`config.mk`:
```
export PLATFORM = sky130hd
export DESIGN_NAME = usb_rx_crc16_filter_flat
export DESIGN_NICKNAME = d
export VERILOG_FILES = /design/src/rtl/usb_rx_crc16_filter_if.sv /design/src/rtl/usb_rx_crc16_filter.sv /design/src/flat_wrapper.sv
export SDC_FILE = /design/constraint.sdc
export NUM_CORES = 1
export LEC_CHECK = 0
export BUFFER_PORTS_ARGS = -buffer_cell sky130_fd_sc_hd__buf_2
export CORE_MARGIN = 1.5
export CORE_UTILIZATION = 29
export DETAILED_ROUTE_END_ITERATION = 10
export GPL_TIMING_DRIVEN = 0
export PLACE_DENSITY = 0.58
export SKIP_CTS_REPAIR_TIMING = 1
export SLEW_MARGIN = 10
export SYNTH_ARGS = -nofsm -noshare
export SYNTH_HDL_FRONTEND = slang
export SYNTH_SLANG_ARGS = --single-unit
```
`constraint.sdc`:
```
create_clock -name CLK -period 3.1 [get_ports CLK]
set_input_delay 0.155 -clock CLK [delete_from_list [all_inputs] [get_ports CLK]]
set_output_delay 0.155 -clock CLK [all_outputs]
set_load 0.005 [all_outputs]
```
`src/rtl/usb_rx_crc16_filter_if.sv`:
```
// UTMI receive, packet-FIFO and statistics signals of usb_rx_crc16_filter.
// master = UTMI/FIFO environment side, slave = the filter.
interface usb_rx_crc16_filter_if;
  logic        rx_active;
  logic        rx_valid;
  logic        rx_error;
  logic [7:0]  rx_data;
  logic        data_enable;
  logic        fifo_full;
  logic        fifo_write;
  logic [7:0]  fifo_data;
  logic        fifo_pktval;
  logic        fifo_rxact;
  logic [3:0]  pid;
  logic        pid_valid;
  logic        pkt_err;
  logic [15:0] stat_good;
  logic [15:0] stat_err;

  modport master (
    output rx_active, rx_valid, rx_error, rx_data, data_enable, fifo_full,
    input  fifo_write, fifo_data, fifo_pktval, fifo_rxact, pid, pid_valid, pkt_err,
           stat_good, stat_err
  );

  modport slave (
    input  rx_active, rx_valid, rx_error, rx_data, data_enable, fifo_full,
    output fifo_write, fifo_data, fifo_pktval, fifo_rxact, pid, pid_valid, pkt_err,
           stat_good, stat_err
  );
endinterface

```
`src/rtl/usb_rx_crc16_filter.sv`:
```
// USB DATA-packet CRC16 filter: payload reaches the FIFO two bytes late, commit/reject pulses 1 cycle after rx_active falls.
// No UTMI backpressure; fifo_full while writing rejects the packet. USB_RX_STATS_EN adds good/error packet counters.
module usb_rx_crc16_filter #(
  parameter int MAX_PKT = 512,
  parameter int CW      = 10
) (
  input  logic                  CLK,
  input  logic                  RSTn,
  usb_rx_crc16_filter_if.slave  bus
);
  typedef enum logic [1:0] {S_IDLE, S_PID, S_DATA, S_DROP} state_t;

  localparam logic [CW-1:0] CNT_MAX = '1;
  localparam logic [CW-1:0] CNT_LIM = CW'(MAX_PKT + 2);
  localparam logic [CW-1:0] CNT_MIN = CW'(2);
  localparam logic [15:0]   CRC_RES = 16'hB001;

  state_t        state_q, state_d;
  logic [CW-1:0] cnt_q, cnt_d, cnt_inc;
  logic [15:0]   crc_q, crc_d;
  logic [7:0]    hb0_q, hb0_d, hb1_q, hb1_d;
  logic [1:0]    hbn_q, hbn_d;
  logic          err_q, err_d, ovf_q, ovf_d;
  logic          blk_q, blk_d;
  logic [3:0]    pid_q, pid_d;
  logic          pidv_q, pidv_d;
  logic          wr_q, wr_d;
  logic [7:0]    wdat_q, wdat_d;
  logic          pktval_q, pktval_d, pkterr_q, pkterr_d;
  logic          rxact_q;
  logic          pid_ok, full_hit;

  function automatic logic [15:0] crc16_upd(input logic [15:0] c, input logic [7:0] b);
    logic [15:0] r;
    r = c;
    for (int i = 0; i < 8; i++)
      r = (r[0] ^ b[i]) ? ((r >> 1) ^ 16'hA001) : (r >> 1);
    return r;
  endfunction

  always_comb begin
    state_d  = state_q;
    cnt_d    = cnt_q;
    crc_d    = crc_q;
    hb0_d    = hb0_q;
    hb1_d    = hb1_q;
    hbn_d    = hbn_q;
    err_d    = err_q;
    ovf_d    = ovf_q;
    pid_d    = pid_q;
    wdat_d   = wdat_q;
    pidv_d   = 1'b0;
    wr_d     = 1'b0;
    pktval_d = 1'b0;
    pkterr_d = 1'b0;
    // after a reset, wait for rx_active low so a half-received packet is never parsed
    blk_d    = blk_q & bus.rx_active;
    pid_ok   = (bus.rx_data[3:0] == ~bus.rx_data[7:4]);
    cnt_inc  = (cnt_q == CNT_MAX) ? cnt_q : cnt_q + 1'b1;
    full_hit = wr_q & bus.fifo_full;

    unique case (state_q)
      S_IDLE: begin
        if (bus.rx_active && !blk_q) begin
          state_d = S_PID;
          cnt_d   = '0;
          crc_d   = 16'hFFFF;
          hbn_d   = 2'd0;
          err_d   = 1'b0;
          ovf_d   = 1'b0;
        end
      end
      S_PID: begin
        if (!bus.rx_active) begin
          state_d = S_IDLE;
        end else if (bus.rx_valid) begin
          if (!pid_ok) begin
            state_d = S_DROP;
          end else begin
            pid_d   = bus.rx_data[3:0];
            pidv_d  = 1'b1;
            // DATA0/1/2/MDATA are exactly the PIDs with low bits 2'b11
            state_d = (bus.data_enable && bus.rx_data[1:0] == 2'b11) ? S_DATA : S_DROP;
          end
        end
      end
      S_DATA: begin
        ovf_d = ovf_q | full_hit;
        err_d = err_q | bus.rx_error;
        if (!bus.rx_active) begin
          state_d = S_IDLE;
          hbn_d   = 2'd0;
          if (cnt_q >= CNT_MIN && crc_q == CRC_RES && !err_d && !ovf_d)
            pktval_d = 1'b1;
          else
            pkterr_d = 1'b1;
        end else if (bus.rx_valid) begin
          cnt_d = cnt_inc;
          crc_d = crc16_upd(crc_q, bus.rx_data);
          hb0_d = bus.rx_data;
          hb1_d = hb0_q;
          if (cnt_inc > CNT_LIM)
            ovf_d = 1'b1;
          if (hbn_q == 2'd2) begin
            if (!ovf_d) begin
              wr_d   = 1'b1;
              wdat_d = hb1_q;
            end
          end else begin
            hbn_d = hbn_q + 1'b1;
          end
        end
      end
      S_DROP: begin
        if (!bus.rx_active)
          state_d = S_IDLE;
      end
      default: state_d = S_IDLE;
    endcase
  end

  always_ff @(posedge CLK or negedge RSTn) begin
    if (!RSTn) begin
      state_q  <= S_IDLE;
      cnt_q    <= '0;
      crc_q    <= 16'hFFFF;
      hb0_q    <= '0;
      hb1_q    <= '0;
      hbn_q    <= '0;
      err_q    <= 1'b0;
      ovf_q    <= 1'b0;
      blk_q    <= 1'b1;
      pid_q    <= '0;
      pidv_q   <= 1'b0;
      wr_q     <= 1'b0;
      wdat_q   <= '0;
      pktval_q <= 1'b0;
      pkterr_q <= 1'b0;
      rxact_q  <= 1'b0;
    end else begin
      state_q  <= state_d;
      cnt_q    <= cnt_d;
      crc_q    <= crc_d;
      hb0_q    <= hb0_d;
      hb1_q    <= hb1_d;
      hbn_q    <= hbn_d;
      err_q    <= err_d;
      ovf_q    <= ovf_d;
      blk_q    <= blk_d;
      pid_q    <= pid_d;
      pidv_q   <= pidv_d;
      wr_q     <= wr_d;
      wdat_q   <= wdat_d;
      pktval_q <= pktval_d;
      pkterr_q <= pkterr_d;
      rxact_q  <= bus.rx_active;
    end
  end

  assign bus.fifo_write  = wr_q;
  assign bus.fifo_data   = wdat_q;
  assign bus.fifo_pktval = pktval_q;
  assign bus.fifo_rxact  = rxact_q;
  assign bus.pid         = pid_q;
  assign bus.pid_valid   = pidv_q;
  assign bus.pkt_err     = pkterr_q;

`ifdef USB_RX_STATS_EN
  logic [15:0] sgood_q, serr_q;

  always_ff @(posedge CLK or negedge RSTn) begin
    if (!RSTn) begin
      sgood_q <= '0;
      serr_q  <= '0;
    end else begin
      if (pktval_q && sgood_q != 16'hFFFF)
        sgood_q <= sgood_q + 1'b1;
      if (pkterr_q && serr_q != 16'hFFFF)
        serr_q <= serr_q + 1'b1;
    end
  end

  assign bus.stat_good = sgood_q;
  assign bus.stat_err  = serr_q;
`else
  assign bus.stat_good = '0;
  assign bus.stat_err  = '0;
`endif
endmodule

```
`src/flat_wrapper.sv`:
```
// flat-port wrapper written by rule: the top's interface ports become plain ports
module usb_rx_crc16_filter_flat 
#(
  parameter int MAX_PKT = 512,
  parameter int CW      = 10
)
  (CLK, RSTn, bus_rx_active, bus_rx_valid, bus_rx_error, bus_rx_data, bus_data_enable, bus_fifo_full, bus_fifo_write, bus_fifo_data, bus_fifo_pktval, bus_fifo_rxact, bus_pid, bus_pid_valid, bus_pkt_err, bus_stat_good, bus_stat_err);
  usb_rx_crc16_filter_if bus_i ();
  input  logic CLK;
  input  logic RSTn;
  input wire logic [$bits(bus_i.rx_active)-1:0] bus_rx_active;
  input wire logic [$bits(bus_i.rx_valid)-1:0] bus_rx_valid;
  input wire logic [$bits(bus_i.rx_error)-1:0] bus_rx_error;
  input wire logic [$bits(bus_i.rx_data)-1:0] bus_rx_data;
  input wire logic [$bits(bus_i.data_enable)-1:0] bus_data_enable;
  input wire logic [$bits(bus_i.fifo_full)-1:0] bus_fifo_full;
  output wire logic [$bits(bus_i.fifo_write)-1:0] bus_fifo_write;
  output wire logic [$bits(bus_i.fifo_data)-1:0] bus_fifo_data;
  output wire logic [$bits(bus_i.fifo_pktval)-1:0] bus_fifo_pktval;
  output wire logic [$bits(bus_i.fifo_rxact)-1:0] bus_fifo_rxact;
  output wire logic [$bits(bus_i.pid)-1:0] bus_pid;
  output wire logic [$bits(bus_i.pid_valid)-1:0] bus_pid_valid;
  output wire logic [$bits(bus_i.pkt_err)-1:0] bus_pkt_err;
  output wire logic [$bits(bus_i.stat_good)-1:0] bus_stat_good;
  output wire logic [$bits(bus_i.stat_err)-1:0] bus_stat_err;
  assign bus_i.rx_active = bus_rx_active;
  assign bus_i.rx_valid = bus_rx_valid;
  assign bus_i.rx_error = bus_rx_error;
  assign bus_i.rx_data = bus_rx_data;
  assign bus_i.data_enable = bus_data_enable;
  assign bus_i.fifo_full = bus_fifo_full;
  assign bus_fifo_write = bus_i.fifo_write;
  assign bus_fifo_data = bus_i.fifo_data;
  assign bus_fifo_pktval = bus_i.fifo_pktval;
  assign bus_fifo_rxact = bus_i.fifo_rxact;
  assign bus_pid = bus_i.pid;
  assign bus_pid_valid = bus_i.pid_valid;
  assign bus_pkt_err = bus_i.pkt_err;
  assign bus_stat_good = bus_i.stat_good;
  assign bus_stat_err = bus_i.stat_err;
  usb_rx_crc16_filter #(.MAX_PKT(MAX_PKT), .CW(CW)) u_core (.CLK(CLK), .RSTn(RSTn), .bus(bus_i));
endmodule
```
Word-level counts from Yosys, hierarchy flattened:

Index checks and enable logic that the tools add are counted.

* output and inout bits: 49
* bits in registers: 66
* bits of input ports: 15
* bits in latches: 0
* word-level logic and storage cells: 128
* memories: 0
* ROM bits: 0
* bits in writable memories: 0

* multiplexer cells: 53
* bitwise logic cells: 22
* shifts and indexed selects: 0
* div/mod/pow operators: 0
* add/subtract/negate cells: 2
* reductions and logical operators: 18
* eq/ne operators: 15
* $mul: 0
* $lt $le $gt $ge: 2

Operators with widths (count)
* 2-to-1 mux 16 bit: 11
* 2-to-1 mux 10 bit: 4
* one-hot mux 16 bit (2 select lines): 1
* inverter 2 -> 3 bit: 8
* 2-to-1 mux 1 bit: 23
* one-hot mux 10 bit (2 select lines): 1
* 2-to-1 mux 2 bit: 9
* == test 16 bit, second input constant: 1
* AND reduction 4 bit: 3
* adder 10 x 1 -> 10 bit, second input constant: 1
* == test 10 bit, second input constant: 1
* greater-or-equal comparator 10 x 2 -> 1 bit, second input constant: 1
* > comparator 10 bit, second input constant: 1
* != test 3 bit, second input constant: 3
* == test 2 bit, second input constant: 4
* XOR 1 bit: 8
* != test 2 bit, second input constant: 3
* one-hot mux 2 bit (3 select lines): 1
* AND reduction 3 bit: 2
* logical AND 1 bit: 5
* AND reduction 5 bit: 1
* == test 4 bit: 1
* inverter 4 bit: 1
* one-hot mux 1 bit (2 select lines): 2
* 12 further kinds: 16

Longest topological paths before layout:

Gate-level depths: netlist (run 1).

* depth after elaboration: 19
* gate-level depth with buffers: 8
* depth with buffers taken out: 6

Worst setup path after synthesis (run 1):

OpenSTA, ideal clock, no wires.

* path type: register to register
* start: register u_core.cnt_q[0]
* end: register u_core.wdat_q[0] (netlist: u_core.bus.fifo_data[0])
* cell stages (with the launch flop): 9
* setup time: 124 ps
* slack: 923 ps
* data required time: 2976 ps
* clock period less this slack: 2177 ps
* arrival time: 2053 ps
* path buffers: 2
* path through: dfrtp_1 > ha_1 > and4_4 > a211oi_1 > or3_1 > buf_2 > and3_1 > buf_2 > a211o_1

* longest elaborated chain between the ends: 9
* elaborated cells on any way between the ends: 10
* those cells by class: add/sub: 1; order compare: 1; eq/ne: 1; mux: 5; bitwise: 1; reduce/logical: 1

Ends and longest elaborated chain
* start: declaration: line usb_rx_crc16_filter.sv:19 `logic [CW-1:0] cnt_q, cnt_d, cnt_inc;`
* start signal: assignment: line usb_rx_crc16_filter.sv:142 `cnt_q <= cnt_d;`
* adder 10 x 1 -> 10 bit / == test 10 bit (equally long branches): line usb_rx_crc16_filter.sv:59 `cnt_inc = (cnt_q == CNT_MAX) ? cnt_q : cnt_q + 1'b1;`
* 2-to-1 mux 10 bit (*): line usb_rx_crc16_filter.sv:59
* > comparator 10 bit (*): line usb_rx_crc16_filter.sv:102 `if (cnt_inc > CNT_LIM)`
* 2-to-1 mux 1 bit (*): line usb_rx_crc16_filter.sv:102
* 2-to-1 mux 1 bit (*): line usb_rx_crc16_filter.sv:97 `end else if (bus.rx_valid) begin`
* 2-to-1 mux 1 bit (*): line usb_rx_crc16_filter.sv:90 `if (!bus.rx_active) begin`
* 2-to-1 mux 1 bit (*): line usb_rx_crc16_filter.sv:62 `unique case (state_q)`
* inverter 1 bit (no line) (*)
* AND reduction 5 bit (no line) (*)
* end signal: assignment: line usb_rx_crc16_filter.sv:153 `wdat_q <= wdat_d;`
* end: declaration: line usb_rx_crc16_filter.sv:28 `logic [7:0] wdat_q, wdat_d;`

Every way passes the cells marked *; elsewhere a longest branch is shown, timed or not. The select of a mux whose other input is x is not followed.
A chain may end at the register's enable or synchronous reset.

Final worst setup path (run 1):

* start: register u_core.cnt_q[0]
* end: register u_core.wdat_q[4] (netlist: u_core.bus.fifo_data[4])

The elaborated chain is that of the path after synthesis.

==> results of run 1 <==
==> final cells by class <==
type	count	area (um2)
Fill cell	1302	8040
Multi-Input combinational cell	290	1780
Sequential cell	66	1670
Buffer	53	333
Clock buffer	13	250
Tap cell	172	215
Timing Repair Buffer	34	198
Inverter	11	41.3
Clock inverter	3	40.0
==> power by group through the flow <==
stage          Clock [W]  Sequential, W  Combinational, W
2_1_floorplan          0        0.00101          0.000254
3_3_place_gp           0        0.00102          0.000335
3_5_place_dp           0        0.00102          0.000343
4_1_cts          0.00100        0.00101          0.000345
5_1_grt          0.00105        0.00102          0.000391
6_report        0.000987        0.00101          0.000344
==> layer usage <==
| metal | vias up | GRT usage (%) | wire length [um] |
|---|---|---|---|
| met2 | 97 | 22.4 | 4140 |
| li1 | 1450 | - | - |
| met1 | 1410 | 17.8 | 3730 |
| met3 | 18 | 2.59 | 426 |
| met5 | - | 0 | 0 |
| met4 | 0 | 6.42 | 231 |
==> cell usage in the layout (no fill, tap or decap), types with 12 or more instances in the layout <==
| cell type | count |
|---|---|
| nand2_1 | 65 |
| dfrtp_1 | 49 |
| buf_2 | 35 |
| buf_4 | 35 |
| conb_1 | 32 |
| nor2_1 | 17 |
| dfstp_2 | 17 |
| clkbuf_1 | 16 |
| a21oi_1 | 16 |
| o21ai_0 | 16 |
| and2_1 | 12 |
==> registers in the layout, summed over array words and instances, names as in the netlist, 2 cells and up <==
register	count
u_core.bus.pid	4
u_core.hb0_q	8
u_core.hbn_q	2
u_core.cnt_q	10
u_core.bus.fifo_data	8
u_core.hb1_q	8
u_core.crc_q	16
u_core.state_q	2
==> worst max-delay path: stages, from the launching register on <==
cell and delay, ps:
dfrtp_1 460, ha_1 330, nand4_1 190, o21ai_0 100, mux2i_1 660, buf_2 390
a311oi_1 90, a211o_1 310
==> metrics by stage <==
stage / setup slack (ps) / std cells / hold slack [ps] / power (W)
after global routing: 284 / 642 / 70.5 / 0.00246
after global placement: 546 / 623 / 305 / 0.00136
after CTS: 492 / 640 / -238 / 0.00236
final: 472 / 642 / 53.3 / 0.00234
after floorplan: 923 / 420 / -141 / 0.00127
after detailed placement: 499 / 624 / 107 / 0.00137
==> worst max-delay path by stage <==
stage / from / endpoint / slack, ps / depth (start not counted)
3_5_place_dp: u_core.cnt_q[3]$_DFFE_PN0P_ / u_core.bus.fifo_data[4]$_DFFE_PN0P_ / 500 / 7
2_1_floorplan: u_core.cnt_q[0]$_DFFE_PN0P_ / u_core.bus.fifo_data[0]$_DFFE_PN0P_ / 920 / 8
6_report: u_core.cnt_q[0]$_DFFE_PN0P_ / u_core.bus.fifo_data[4]$_DFFE_PN0P_ / 470 / 7
4_1_cts: u_core.cnt_q[3]$_DFFE_PN0P_ / u_core.bus.fifo_data[4]$_DFFE_PN0P_ / 490 / 7
5_1_grt: u_core.cnt_q[3]$_DFFE_PN0P_ / u_core.bus.fifo_data[4]$_DFFE_PN0P_ / 280 / 7
3_3_place_gp: u_core.cnt_q[0]$_DFFE_PN0P_ / u_core.bus.fifo_data[4]$_DFFE_PN0P_ / 550 / 8
==> kinds of logic (layout without fill, tap and decap cells) <==
family,after synthesis,count (layout)
buffers and inverters,64,114
adders and majority gates,3,3
and+or+nand+nor,142,142
xor gates and xnor gates,25,25
DFF,66,66
AOI/OAI and AO/OA,83,83
muxes,5,5
other,1,32
==> reports/qor.yml, run 1 <==
clock_network:
  clockBufferDepth: 2
  cts_tree: "done"
  numClockSinks: 66
  htreeDepth: 3
  cts_root_buf: "clkbuf_16"
  insertion_delay_ps: 320
  path_clk_slew_ps: 50
  cts-buffers-inserted: 9
cells_and_area:
  final_util_pct: 36.1
  antenna_cells: 0
  drive_gt1_share_pct: 24.3
  fin_nets: 483
  fin_area_mm2: 0.00453
  area_growth_pct: 22.1
die:
  die_w_um: 116
  die_y_um: 116
  initial_core_util_pct: 29.5
  dieArea_mm2: 0.0135
  ios: 64
  core_mm2: 0.0126
  rows: 41
sta:
  fmax_mhz: 380
  period_needed_ps: 2630
  fin_crit_sh_pct: 84.8
  fin_setup_tns_ps: 0
  rsz0062_at_grt: "false"
  worst_pin_slew_ps: 809
  hold_violations: 0
  worst_slew_margin_rel_pct: 44.5
  setup_viol: 0
  drv_slew: 0
  finClkSkew_ps: 6.15
critical_path:
  crit_required_ps: 3300
  cp_data_arrival_time_ps: 2830
  criticalPathCategory: "flop to flop"
  crit_path_max_fanout: 10
  reg2reg_to: "u_core.bus.fifo_data[4]$_DFFE_PN0P_"
  r2r-start: "u_core.cnt_q[0]$_DFFE_PN0P_"
  reg2reg_setup_slack_ps: 470
  reg2reg_depth: 7
  cp-end-kind: "flop"
  critPathLaunchType: "flop"
synthesis:
  avgSynthCellArea_um2: 9.54
  synth_top_family_by_area: "simple AND/OR/NAND/NOR gates"
  netlist_instances: 389
  yosys.area_share.adder_pct: 1.01
  synth-xor-area-share_pct: 7.45
  synth.ff_latch_count: 66
  yosysTopAreaCell: "dfrtp_1"
  yosysWarnings: 0
  yosysTopAreaCellShare_pct: 33.0
  synth_most_common_cell: "nand2_1"
  yosys-top-cells-area: "dfrtp_1 (33%), dfstp_2 (12%), buf_4 (6.9%)"
  synth_compound_area_share_pct: 16.2
  syn_area_mm2: 0.00371
  synth.distinct_cells: 55
  synth-edff-count: 0
  synthTopCellsByCount: "nand2_1 (65), dfrtp_1 (49), buf_4 (34), dfstp_2 (17), nor2_1 (17)"
  muxShareOfSynthArea_pct: 1.48
  synthSimpleGateAreaFrac_pct: 18.6
  async_reset_ff_share_pct: 100
  synthFlopType: "dfrtp_1"
  ys_seq_area_share_pct: 45.1
worst_hold_path:
  hold_depth: 2
  whs_endpoint: "u_core.state_q[0]$_DFFE_PN0P_"
  hp-class: "input port to flop"
  hp-start: "bus_data_enable"
route:
  drt_pass1_iterations: 4
  vias: 2975
  postRouteAntennaNets: 0
  wire_per_inst_um: 13.3
  drc_errors: 0
  routed_wl_um: 8520
  vias_per_cell: 4.63
  drt_iter0_drc: 142
global_route:
  grt_pass1_wl_um: 14500
  grt_usage_pct: 13.8
  antenna_found_initial: 0
  grt_max_degree: 40
  grt_overflow: 0
  grt_pass1_vias: 2921
pwr:
  seq_power_share_pct: 43.2
  power_per_cell_area_mw_per_mm2: 517
  p_sw_w: 0.000568
  p_int_w: 0.00177
  leakagePower_nw: 2.18
  peakVddDrop_uv: 350
  sw_frac_of_total_pct: 24.3
  p_comb_share_pct: 14.7
  power_frac_clock_pct: 42.1
place:
  place.gp.congestion: 0.873
  post_dp_cell_area_mm2: 0.00422
  io_buffers: 31
  dp_hpwl_um: 6320
status:
  outcome: "finished, final reports clean"
run:
  drv_cap: 0
Power figures use the tool's default switching activity.
==> run 2: changes to the inputs <==
--- a/config.mk
+++ b/config.mk
@@ -10,7 +10,7 @@
 export CORE_UTILIZATION = 29
 export DETAILED_ROUTE_END_ITERATION = 10
 export GPL_TIMING_DRIVEN = 0
-export PLACE_DENSITY = 0.58
+export PLACE_DENSITY = 0.59
 export SKIP_CTS_REPAIR_TIMING = 1
 export SLEW_MARGIN = 10
 export SYNTH_ARGS = -nofsm -noshare
==> constraint.sdc (replaced) <==
create_clock -name CLK -period 2.35 [get_ports CLK]
set_input_delay 0.1175 -clock CLK [delete_from_list [all_inputs] [get_ports CLK]]
set_output_delay 0.1175 -clock CLK [all_outputs]
set_load 0.005 [all_outputs]
==> run 2 against run 1 <==
  * Global-route usage barely moved
  * Routed wire length rose by 2.6%
  * First-iteration DRC count rose by 8.5%
  * Critical endpoint is now u_core.bus.fifo_data[7]$_DFFE_PN0P_
  * Fmax rose by 18%
  * Register-to-register slack got worse by 360 ps
  * Count of clock-buffer cells in the layout did not move
  * Hold slack got worse by 32 ps
  * Clock power rose by 44%
  * Utilization rose by 1.2 points
  * Sequential power rose by 32%
  * Non-clock buffer count rose by 6
  * Clock skew rose by 1.9 ps
==> reports/qor.yml, run 2 (same netlist as run 1, synthesis figures left out) <==
status:
  outcome: "finished, final reports clean"
die:
  rows: 41  # unchanged
  die_w_um: 116  # unchanged
  ios: 64  # unchanged
  core_mm2: 0.0126  # unchanged
  die_y_um: 116  # unchanged
  dieArea_mm2: 0.0135  # unchanged
  initial_core_util_pct: 29.5  # unchanged
place:
  io_buffers: 31  # unchanged
  dp_hpwl_um: 6250  # -1.1%
  dp.cells: 624  # unchanged
  place.gp.congestion: 0.915  # +4.8%
  dp_slack_ps: -318  # -818 ps
global_route:
  grt_overflow: 0  # unchanged
  grt_max_degree: 57  # +43%
  grt_pass1_wl_um: 14500  # -0.43%
  grt_pass1_vias: 2828  # -3.2%
  grt_usage_pct: 13.8  # about the same
  antenna_found_initial: 0  # unchanged
critical_path:
  criticalPathCategory: "flop to flop"
  crit_required_ps: 2550  # -750 ps
  cp-end-kind: "flop"
  slowest_stage: "dfrtp_2"
  cp_data_arrival_time_ps: 2440  # -390 ps
  crit_chain: "ha_4, and4_4, a211oi_1, or3_1, buf_2, and3_1, buf_2, a211o_1"
  max_stage_delay_ps: 400  # -260 ps
  crit_path_max_fanout: 10  # unchanged
  critPathLaunchType: "flop"
  crit_top_cell: "buf_2"
clock_network:
  htreeDepth: 3  # unchanged
  clockBufferDepth: 2  # unchanged
  numClockSinks: 66  # unchanged
  cts_tree: "done"
  path_clk_slew_ps: 60  # about the same
  insertion_delay_ps: 320  # about the same
  cts_root_buf: "clkbuf_16"
  cts-buffers-inserted: 9  # unchanged
cells_and_area:
  largest_register_ffs: 16  # unchanged
  antenna_cells: 0  # unchanged
  final_common_cell: "nand2_1"
  fin_cells: 648  # +0.93%
  most-common-layout-cells: "nand2_1 (65), dfrtp_1 (47), buf_4 (43)"
  fin_nets: 489  # +1.2%
  regMostFlops: "u_core.crc_q"
  fill_cells: 1293  # -0.69%
  area_growth_pct: 26.0
  drive_gt1_share_pct: 27.7  # +3.5 points
  top_regs: "u_core.crc_q (16), u_core.cnt_q (10)"
sta:
  fin_crit_sh_pct: 95.2  # +10 points
  setup_viol: 0  # unchanged
  finalWorstSetupSlack_ps: 114  # -358 ps
  hold_violations: 0  # unchanged
  finClkSkew_ps: 8.06  # +1.91 ps
  rsz0062_at_grt: "false"
  fmax_mhz: 447  # +18%
  drv_slew: 0  # unchanged
  worst_slew_margin_rel_pct: 57.6  # +13 points
  worst_pin_slew_ps: 635  # -174 ps
  period_needed_ps: 2240  # -392 ps
route:
  drt_pass1_iterations: 4  # unchanged
  wire_per_inst_um: 13.5  # +1.7%
  drc_errors: 0  # unchanged
  postRouteAntennaNets: 0  # unchanged
  vias: 2993  # +0.61%
  drt_iter0_drc: 154  # +8.5%
  routed_wl_um: 8750  # +2.6%
  vias_per_cell: 4.62  # -0.33%
pwr:
  peakVddDrop_uv: 491  # +40%
  leakagePower_nw: 2.25  # +3.1%
  power_per_cell_area_mw_per_mm2: 688  # +33%
worst_hold_path:
  hp-class: "input port to flop"
run:
  drv_cap: 0  # unchanged
## run 2: metrics by stage
step                TNS [ps]  utilization [%]  total power, W  hold WS (ps)  cell area [um2]
floorplan                  0                -         0.00167          -178             3830
global placement       -1810             33.4         0.00179           266             4200
CTS                    -3050             36.2         0.00325          -378             4550
global route               0             37.2         0.00337          12.8             4680
detailed placement     -2810             33.6         0.00181         -27.5             4230
finish                     0             37.2         0.00322          21.1             4680
## run 2: layout make-up
type	instances	area, um2	share of cell area (%)
repair buffers	42	265	5.67
plain buffers	51	329	7.04
well taps	172	215	4.60
clock inverters	3	45.0	0.963
clock buffers	13	280	5.99
inverters	11	41.3	0.883
multi-input cells	290	1830	39.0
flip-flops and latches	66	1680	35.8
## run 2: layer usage
metal	vias to the layer above	track usage (%)	share of wire, %
li1	1464	-	-
met1	1434	18.4	45
met2	87	22.6	49
met3	8	2.44	4.1
met4	0	5.04	1.3
met5	-	0	0
## run 2: worst max-delay path: cells and delay by family (launching register included)
family                   cells  cell delay (ps)
flip-flops                   1              400
adder cells (fa/ha/maj)      1              180
AND/OR/NAND/NOR              3              780
buffers and inverters        2              390
AO/OA/AOI/OAI                2              360
## run 2: worst paths after layout
check                                            startpoint                             endpoint  slack, ps  cells past startpoint
worst max-delay path            u_core.cnt_q[0]$_DFFE_PN0P_  u_core.bus.fifo_data[7]$_DFFE_PN0P_        110                      8
worst min-delay path                        bus_data_enable        u_core.state_q[0]$_DFFE_PN0P_         20                      2
worst max register to register  u_core.cnt_q[0]$_DFFE_PN0P_  u_core.bus.fifo_data[7]$_DFFE_PN0P_        110                      8
worst min register to register  u_core.hb1_q[1]$_DFFE_PN0P_          u_core.hb1_q[1]$_DFFE_PN0P_        460                      2
max in group asynchronous                              RSTn          u_core.crc_q[7]$_DFFE_PN1P_       1610                      3
min in group asynchronous                              RSTn          u_core.hb1_q[6]$_DFFE_PN0P_        180                      2
## run 2: power by group
group | leakage, nW | switching, W | total [W] | internal, W
sequential | 0.837 | 0.0000661 | 0.00133 | 0.00127
clock | 0.154 | 0.000481 | 0.00142 | 0.000937
combinational | 1.26 | 0.000234 | 0.000468 | 0.000233
total | 2.25 | 0.000782 | 0.00322 | 0.00244
